<file path="config.mk">
export PLATFORM = sky130hd
export DESIGN_NAME = fault_conf_ctrl
export DESIGN_NICKNAME = d
export VERILOG_FILES = /design/src/rtl/fault_conf_pkg.sv /design/src/rtl/rec_run_det.sv /design/src/rtl/fault_conf_ctrl.sv
export SDC_FILE = /design/constraint.sdc
export NUM_CORES = 1
export LEC_CHECK = 0
export BUFFER_PORTS_ARGS = -buffer_cell sky130_fd_sc_hd__buf_4
export CAP_MARGIN = 5
export CORE_MARGIN = 3
export CORE_UTILIZATION = 30
export DETAILED_ROUTE_END_ITERATION = 7
export GPL_ROUTABILITY_DRIVEN = 0
export GPL_TIMING_DRIVEN = 0
export SLEW_MARGIN = 20
export SYNTH_ARGS = -nofsm -noshare
export SYNTH_HDL_FRONTEND = slang
export SYNTH_SLANG_ARGS = --single-unit
</file>
<file path="constraint.sdc">
create_clock -name clock -period 1.4 [get_ports clock]
set_input_delay 0.28 -clock clock [delete_from_list [all_inputs] [get_ports clock]]
set_output_delay 0.28 -clock clock [all_outputs]
set_load 0.005 [all_outputs]
</file>
<file path="src/rtl/fault_conf_pkg.sv">
// Shared types and default recovery constants for the CAN fault-confinement controller.
package fault_conf_pkg;

  typedef enum logic [2:0] {
    ST_ACTIVE    = 3'd0,
    ST_PASSIVE   = 3'd1,
    ST_BOFF_HOLD = 3'd2,
    ST_BOFF_CNT  = 3'd3,
    ST_CLEAR     = 3'd4
  } fc_state_e;

  localparam int unsigned RUN_LEN_DEF = 11;
  localparam int unsigned SEQ_CNT_DEF = 128;

endpackage

</file>
<file path="src/rtl/rec_run_det.sv">
// Bus-off recovery detector: counts runs of RUN_LEN recessive samples and
// the number of completed runs, saturating at SEQ_CNT (SEQ_CNT must be <= 255).
module rec_run_det
  import fault_conf_pkg::*;
#(
  parameter int unsigned RUN_LEN = RUN_LEN_DEF,
  parameter int unsigned SEQ_CNT = SEQ_CNT_DEF
) (
  input  logic       clock,
  input  logic       reset,
  input  logic       clr_i,
  input  logic       sample_i,
  input  logic       rxbit_i,
  output logic [7:0] seq_cnt_o,
  output logic       done_o
);

  localparam int unsigned RUN_W = $clog2(RUN_LEN + 1);
  localparam int unsigned SEQ_W = $clog2(SEQ_CNT + 1);

  logic [RUN_W-1:0] run_q, run_d;
  logic [SEQ_W-1:0] seq_q, seq_d;
  logic             run_done;

  always_comb begin
    run_d    = run_q;
    seq_d    = seq_q;
    run_done = 1'b0;
    if (clr_i) begin
      run_d = '0;
      seq_d = '0;
    end else if (sample_i) begin
      if (!rxbit_i) begin
        run_d = '0;
      end else if (run_q == RUN_W'(RUN_LEN - 1)) begin
        run_d    = '0;
        run_done = 1'b1;
        if (seq_q != SEQ_W'(SEQ_CNT)) seq_d = seq_q + SEQ_W'(1);
      end else begin
        run_d = run_q + RUN_W'(1);
      end
    end
  end

  // Flags the sample that completes the final sequence, so the FSM can
  // leave bus-off on the same edge the counter reaches SEQ_CNT.
  assign done_o    = run_done && (seq_q == SEQ_W'(SEQ_CNT - 1));
  assign seq_cnt_o = 8'(seq_q);

  always_ff @(posedge clock) begin
    if (!reset) begin
      run_q <= '0;
      seq_q <= '0;
    end else begin
      run_q <= run_d;
      seq_q <= seq_d;
    end
  end

endmodule

</file>
<file path="src/rtl/fault_conf_ctrl.sv">
// CAN fault-confinement FSM with bus-off recovery sequencing.
// Define FAULT_CONF_AUTOREC_EN to start recovery automatically on bus-off entry.
//
// state        | meaning
// ACTIVE       | error-active, normal operation
// PASSIVE      | error-passive, TEC or REC >= 128
// BOFF_HOLD    | bus-off, waiting for host recover_req
// BOFF_CNT     | bus-off, counting recessive sequences
// CLEAR        | one-cycle pulse clearing both error counters
module fault_conf_ctrl
  import fault_conf_pkg::*;
#(
  parameter int unsigned RUN_LEN = RUN_LEN_DEF,
  parameter int unsigned SEQ_CNT = SEQ_CNT_DEF
) (
  input  logic       clock,
  input  logic       reset,
  input  logic       tec_ge96,
  input  logic       tec_ge128,
  input  logic       tec_ge256,
  input  logic       rec_ge96,
  input  logic       rec_ge128,
  input  logic       sample,
  input  logic       rxbit,
  input  logic       recover_req,
  output logic       erroractive,
  output logic       errorpassive,
  output logic       busoff,
  output logic       warning,
  output logic       cntrst_n,
  output logic [7:0] seqcount
);

`ifdef FAULT_CONF_AUTOREC_EN
  localparam logic AUTO_REC = 1'b1;
`else
  localparam logic AUTO_REC = 1'b0;
`endif

  localparam fc_state_e BOFF_ENTRY = AUTO_REC ? ST_BOFF_CNT : ST_BOFF_HOLD;

  fc_state_e state_q, state_d;
  logic      erroractive_q, erroractive_d;
  logic      errorpassive_q, errorpassive_d;
  logic      busoff_q, busoff_d;
  logic      cntrst_n_q, cntrst_n_d;
  logic      seq_done;

  rec_run_det #(
    .RUN_LEN (RUN_LEN),
    .SEQ_CNT (SEQ_CNT)
  ) u_rec_run_det (
    .clock     (clock),
    .reset     (reset),
    .clr_i     (state_q != ST_BOFF_CNT),
    .sample_i  (sample),
    .rxbit_i   (rxbit),
    .seq_cnt_o (seqcount),
    .done_o    (seq_done)
  );

  always_comb begin
    state_d = state_q;
    case (state_q)
      ST_ACTIVE: begin
        if (tec_ge256)                   state_d = BOFF_ENTRY;
        else if (tec_ge128 || rec_ge128) state_d = ST_PASSIVE;
      end
      ST_PASSIVE: begin
        if (tec_ge256)                     state_d = BOFF_ENTRY;
        else if (!tec_ge128 && !rec_ge128) state_d = ST_ACTIVE;
      end
      ST_BOFF_HOLD: if (recover_req && !AUTO_REC) state_d = ST_BOFF_CNT;
      ST_BOFF_CNT:  if (seq_done) state_d = ST_CLEAR;
      ST_CLEAR:     state_d = ST_ACTIVE;
      default:      state_d = ST_ACTIVE;
    endcase

    // Outputs are decoded from the next state so they stay registered.
    erroractive_d  = (state_d == ST_ACTIVE) || (state_d == ST_CLEAR);
    errorpassive_d = (state_d == ST_PASSIVE);
    busoff_d       = (state_d == ST_BOFF_HOLD) || (state_d == ST_BOFF_CNT);
    cntrst_n_d     = (state_d != ST_CLEAR);
  end

  always_ff @(posedge clock) begin
    if (!reset) begin
      state_q        <= ST_ACTIVE;
      erroractive_q  <= 1'b1;
      errorpassive_q <= 1'b0;
      busoff_q       <= 1'b0;
      cntrst_n_q     <= 1'b1;
    end else begin
      state_q        <= state_d;
      erroractive_q  <= erroractive_d;
      errorpassive_q <= errorpassive_d;
      busoff_q       <= busoff_d;
      cntrst_n_q     <= cntrst_n_d;
    end
  end

  assign erroractive  = erroractive_q;
  assign errorpassive = errorpassive_q;
  assign busoff       = busoff_q;
  assign cntrst_n     = cntrst_n_q;
  assign warning      = (tec_ge96 || rec_ge96) && !busoff_q;

endmodule

</file>
## Word level (Yosys, flattened, before mapping)

Index checks and enable logic that the tools add are counted.

- Reductions and logical operators: 14
- Multiply operators: 0
- Shift operators: 0
- Order comparisons: 0
- Equal/unequal tests: 12
- Add/sub/neg operators: 2
- Muxes and demuxes: 13
- Bitwise operators: 1
- Div/mod/pow operators: 0

Operator list:

| operator | count |
|---|---|
| $mux 3 | 6 |
| $eq 3x2->1 const B | 4 |
| $pmux 3 s4 | 1 |
| $add 8x1->8 const B | 1 |
| $eq 8x7->1 const B | 1 |
| $mux 4 | 2 |
| $ne 8x8->1 const B | 1 |
| $eq 3x1->1 const B | 2 |
| $logic_not 3->1 | 2 |
| $add 4x1->4 const B | 1 |
| $eq 4x4->1 const B | 1 |
| $logic_or 1x1->1 | 4 |
| $mux 1 | 4 |
| $reduce_and 4->1 | 1 |
| $eq 3x3->1 const B | 1 |
| $logic_and 1x1->1 | 3 |
| $logic_not 1->1 | 3 |
| $ne 3x2->1 const B | 1 |
| $ne 3x3->1 const B | 1 |
| $reduce_or 2->1 | 1 |
| $not 1->1 | 1 |

- Memory bits (read-only): 0
- Memories kept: 0
- Register bits: 19
- Output and inout bits: 13
- Word-level logic and storage cells: 49
- Input bits: 10
- Bits in latches: 0
- RAM bits: 0

## Logic depth before layout (Yosys ltp)

- Word-level depth: 10
- Depth in mapped cells: 6
- Gate-level depth less buffers: 5

## Hierarchy

Synthesis repeated with hierarchy kept, for this count alone.

- Cell total of the unflattened synthesis: 102
- Area, all modules: 897.1 µm²

Modules (own cells, without submodules):

| module | cells each | sequential area each (µm²) | times used | area each (µm²) |
|---|---|---|---|---|
| rec_run_det | 76 | 240.2 | 1 | 641.9 |
| fault_conf_ctrl | 26 | 140.1 | 1 | 255.2 |

## Worst setup path before layout

OpenSTA, ideal clock, no wires.

- Path kind: reg2reg
- From: reg u_rec_run_det.run_q[0]
- To: reg u_rec_run_det.seq_q[6], in the netlist u_rec_run_det.seq_cnt_o[6]
- Setup time: 0.075 ns
- Buffers on the path: 1
- Required time: 1.325 ns
- Cell stages (with the launch flop): 7
- Data arrival time: 1.418 ns
- Period minus slack after synthesis: 1.493 ns
- Slack: -0.093 ns
- Cells stage by stage: dfxtp_1 inv_1 ha_1 nand3b_1 buf_2 or4_1 a21oi_1

- Cells in the longest elaborated chain, start to end: 2

RTL lines:

| element | RTL line | RTL |
|---|---|---|
| start, declared | rec_run_det.sv:21 | `logic [RUN_W-1:0] run_q, run_d;` |
| start signal, assigned | rec_run_det.sv:55 | `run_q <= run_d;` |
| $eq 4x4->1 | rec_run_det.sv:35 | `end else if (run_q == RUN_W'(RUN_LEN - 1)) begin` |
| $reduce_and 4->1 (no line) | - |  |
| end signal, assigned | rec_run_det.sv:56 | `seq_q <= seq_d;` |
| end, declared | rec_run_det.sv:22 | `logic [SEQ_W-1:0] seq_q, seq_d;` |

No other way between the ends.
A chain may end at the register's enable or synchronous reset.

## Final worst setup path

Ends and elaborated chain as after synthesis.

==> run_results.csv <==
group,metric,value,unit
drt,wire_per_inst,13.2,um
sta,fin_crit,1.46,ns
clock_tree,cts-buffers-inserted,3,
placement,hpwl,1.53,mm
clock_tree,clkSlewWorstSetupHoldPaths,0.11,ns
placement,dpl.cell_count,156,
power,p_int,0.695,mW
sta,finalHoldViolCount,0,
power,irDropWorstVdd,0.000306,V
run,cap_violations,0,
setup_path,crit_family,"simple AND/OR/NAND/NOR gates",
final_layout,fillers,282,
setup_path,path_cells,"inv_2 -> ha_4 -> nand3b_1 -> buf_6 -> or4_1 -> a21oi_1",
power,clkPwrFrac,31.5,%
clock_tree,htreeDepth,1,
final_layout,finish.net_count,149,
final_layout,antenna_cells,0,
yosys,yosysTopAreaCellShare,41.3,%
setup_path,path_class,"reg -> reg",
power,p_leak,0.475,nW
global_routing,grt_pass1_wl,3.54,mm
worst_hold_path,hp-class,"in -> reg",
yosys,syn-instance-count,103,
global_routing,grt_util_met1,15.4,%
global_routing,antenna_found_initial,0,
global_routing,first_global_vias,798,
yosys,syn_avg_cell_area,8.94,sq um
final_layout,area_growth,40.1,%
yosys,yosysTopAreaCell,"dfxtp_1",
outcome,outcome,"complete, but fails checks",
drt,vias,908,
die,die_h,61.4,um
sta,min_period_over_period,104,%
setup_path,cpPeakStageDelay,0.46,ns
sta,relSlewSlack,74.7,%
clock_tree,cts_tree,"done",
drt,wl,2.17,mm
power,seqPwrFrac,60.6,%
setup_path,worst-path-max-fanout,6,
final_layout,final_cells,165,
sta,finalSetupViolCount,7,
sta,timing.final.ws_setup,-0.0584,ns
global_routing,grt_max_degree,12,
die,row_count,19,
yosys,synthAdderAreaFrac,5.43,%
global_routing,grt_use_total,12.5,%
drt,drtIter0Drc,13,
global_routing,gr-usage-met3,3.14,%
outcome,violations,"setup timing",
yosys,yosys_warnings,0,
yosys,muxShareOfSynthArea,4.35,%
yosys,syn-cell-area,921,sq um
global_routing,met2_usage,20.7,%
setup_path,crit_required,1.63,ns
yosys,synth_top_family_by_area,"simple AND/OR/NAND/NOR gates",
setup_path,endpoint_kind,"flop",
die,ios,23,
global_routing,grt-busiest-layer,"met2",
power,p_sw,0.224,mW
clock_tree,ctsHoldBuffers,0,
drt,detail-route-antenna-nets,0,
yosys,syn_nets,117,
yosys,yosys.area_share.simple,29.1,%
drt,drc,0,
global_routing,overflow,0,
sta,rsz0062_at_grt,"true",
clock_tree,insertion_delay,0.30,ns
setup_path,critPathLaunchType,"flop",
die,die-area,3770,sq um
yosys,synthTopCellsByArea,"dfxtp_1 41%, ha_1 5.4%, nand2_1 4.5%",
sta,finalMaxSlewViolations,0,
final_layout,drive_gt1_share,39.6,%
clock_tree,cts-root-buf,"clkbuf_4",
sta,worst_slew_pin_slew,0.378,ns
yosys,synth_compound_area_share,15.9,%
setup_path,crit_path_top_delay_cell,"or4_1",
sta,skew,0.00478,ns
drt,first_pass_iters,4,
power,combPwrFrac,7.9,%
power,switching_share,24.3,%
setup_path,cp.arrival,1.69,ns
clock_tree,clock_path_buffers,2,
sta,fmax,0.686,GHz
die,design.core.area,2830,sq um
setup_path,crit_buf_inv,2,
yosys,ys_types,36,
die,initial_core_util,32.6,%
die,die_width,61.4,um
yosys,synth-seq-cells,19,
drt,via_per_inst,5.50,
yosys,ys_seq_area_share,41.3,%
sta,holdWs,0.148,ns
clock_tree,numClockSinks,19,
power,power_density,712,nW/um^2
placement,portBuffers,22,
yosys,synth_xor_area_share,0,%
==> what timing repair did <==
item | in CTS | in global routing
setup endpoints to repair | 12 | 13
cloned | 0 | 0
pin swaps | 7 | 2
gates resized for setup | 12 | 7
buffers inserted | 6 | 0
==> synth_stat cells (all sizes together) <==
| library cell | count |
|---|---|
| a211oi | 2 |
| mux2i | 4 |
| o41ai | 1 |
| inv | 6 |
| a311oi | 2 |
| o31a | 1 |
| nand3 | 4 |
| nand2 | 11 |
| a21o | 1 |
| nor4 | 2 |
| or3 | 2 |
| nor2 | 5 |
| nand2b | 4 |
| o21ai | 2 |
| and2 | 2 |
| ha | 4 |
| a31oi | 1 |
| nor3 | 1 |
| buf | 2 |
| nor2b | 1 |
| a21oi | 5 |
| a32oi | 1 |
| o31ai | 2 |
| and4b | 1 |
| or4 | 2 |
| nand3b | 2 |
| dfxtp | 19 |
| nor3b | 1 |
| nand4b | 3 |
| o22ai | 1 |
| nand4 | 4 |
| a31o | 1 |
| o311ai | 1 |
| clkbuf | 1 |
| nor4b | 1 |
==> worst paths after layout <==
check	from	to	slack, ns	cells after the start
max reg2reg	u_rec_run_det.run_q[0]	u_rec_run_det.seq_cnt_o[6]	-0.06	6
max	u_rec_run_det.run_q[0]	u_rec_run_det.seq_cnt_o[6]	-0.06	6
min	tec_ge256	errorpassive	0.15	2
min reg2reg	u_rec_run_det.seq_cnt_o[0]	u_rec_run_det.seq_cnt_o[0]	0.51	2
==> state kept, by name, summed over array words and instances (netlist names) <==
register                 cells
u_rec_run_det.seq_cnt_o      8
u_rec_run_det.run_q          4
state_q                      3
busoff                       1
cntrst_n                     1
erroractive                  1
errorpassive                 1
==> through the flow <==
stage / setup WS [ns] / util (%) / power (mW) / TNS [ns] / cell area [sq um]
2_1_floorplan: -0.00877 / - / 0.603 / -0.0215 / 942
3_3_place_gp: -0.236 / 40.5 / 0.644 / -1.67 / 1150
3_5_place_dp: -0.281 / 40.5 / 0.646 / -2.06 / 1150
4_1_cts: -0.0491 / 44.8 / 0.930 / -0.174 / 1270
5_1_grt: -0.118 / 45.6 / 0.967 / -0.903 / 1290
6_report: -0.0584 / 45.6 / 0.919 / -0.281 / 1290
==> cell type report <==
class	instances	area, sq um	area share [%]
Sequential cell	19	392	30.4
Buffer	2	16.3	1.26
Inverter	6	22.5	1.75
Tap cell	31	38.8	3.01
Clock inverter	1	5.00	0.388
Multi-Input combinational cell	75	583	45.2
Timing Repair Buffer	28	210	16.3
Clock buffer	3	22.5	1.75
==> cells by family (layout without fill, tap and decap cells) <==
| kind of cell | count (synthesis) | count (layout) |
|---|---|---|
| AO/OA/AOI/OAI | 21 | 21 |
| adder cells (fa/ha/maj) | 4 | 4 |
| buffers and inverters | 9 | 40 |
| flip-flops | 19 | 19 |
| multiplexers | 4 | 4 |
| AND/OR/NAND/NOR | 46 | 46 |
==> power by group through the flow <==
stage               combinational, mW  sequential [mW]  clock, mW
floorplan                      0.0344            0.568          0
global placement               0.0762            0.568          0
finish                         0.0727            0.556      0.289
CTS                            0.0731            0.556      0.301
global route                   0.0816            0.559      0.326
detailed placement             0.0771            0.568          0
==> placed cells by master, fill, tap and decap left out, types with 2 or more instances in the layout <==
master	n
nand3_1	4
clkbuf_4	3
nand2_1	11
or3_1	2
ha_4	2
nand2b_1	4
a311oi_1	2
buf_4	28
nand4b_1	3
inv_1	4
nand3b_1	2
o21ai_0	2
o31ai_1	2
dfxtp_4	2
dfxtp_1	14
inv_2	2
nor2_1	5
dfxtp_2	3
a21oi_1	4
mux2i_1	4
nand4_1	4
==> metal layers <==
layer | vias up | share of wire, %
met5 | - | 0
met2 | 22 | 47
met3 | 5 | 6.4
met1 | 432 | 45
met4 | 0 | 1.8
li1 | 449 | -
(Power assumes the default switching activity.)
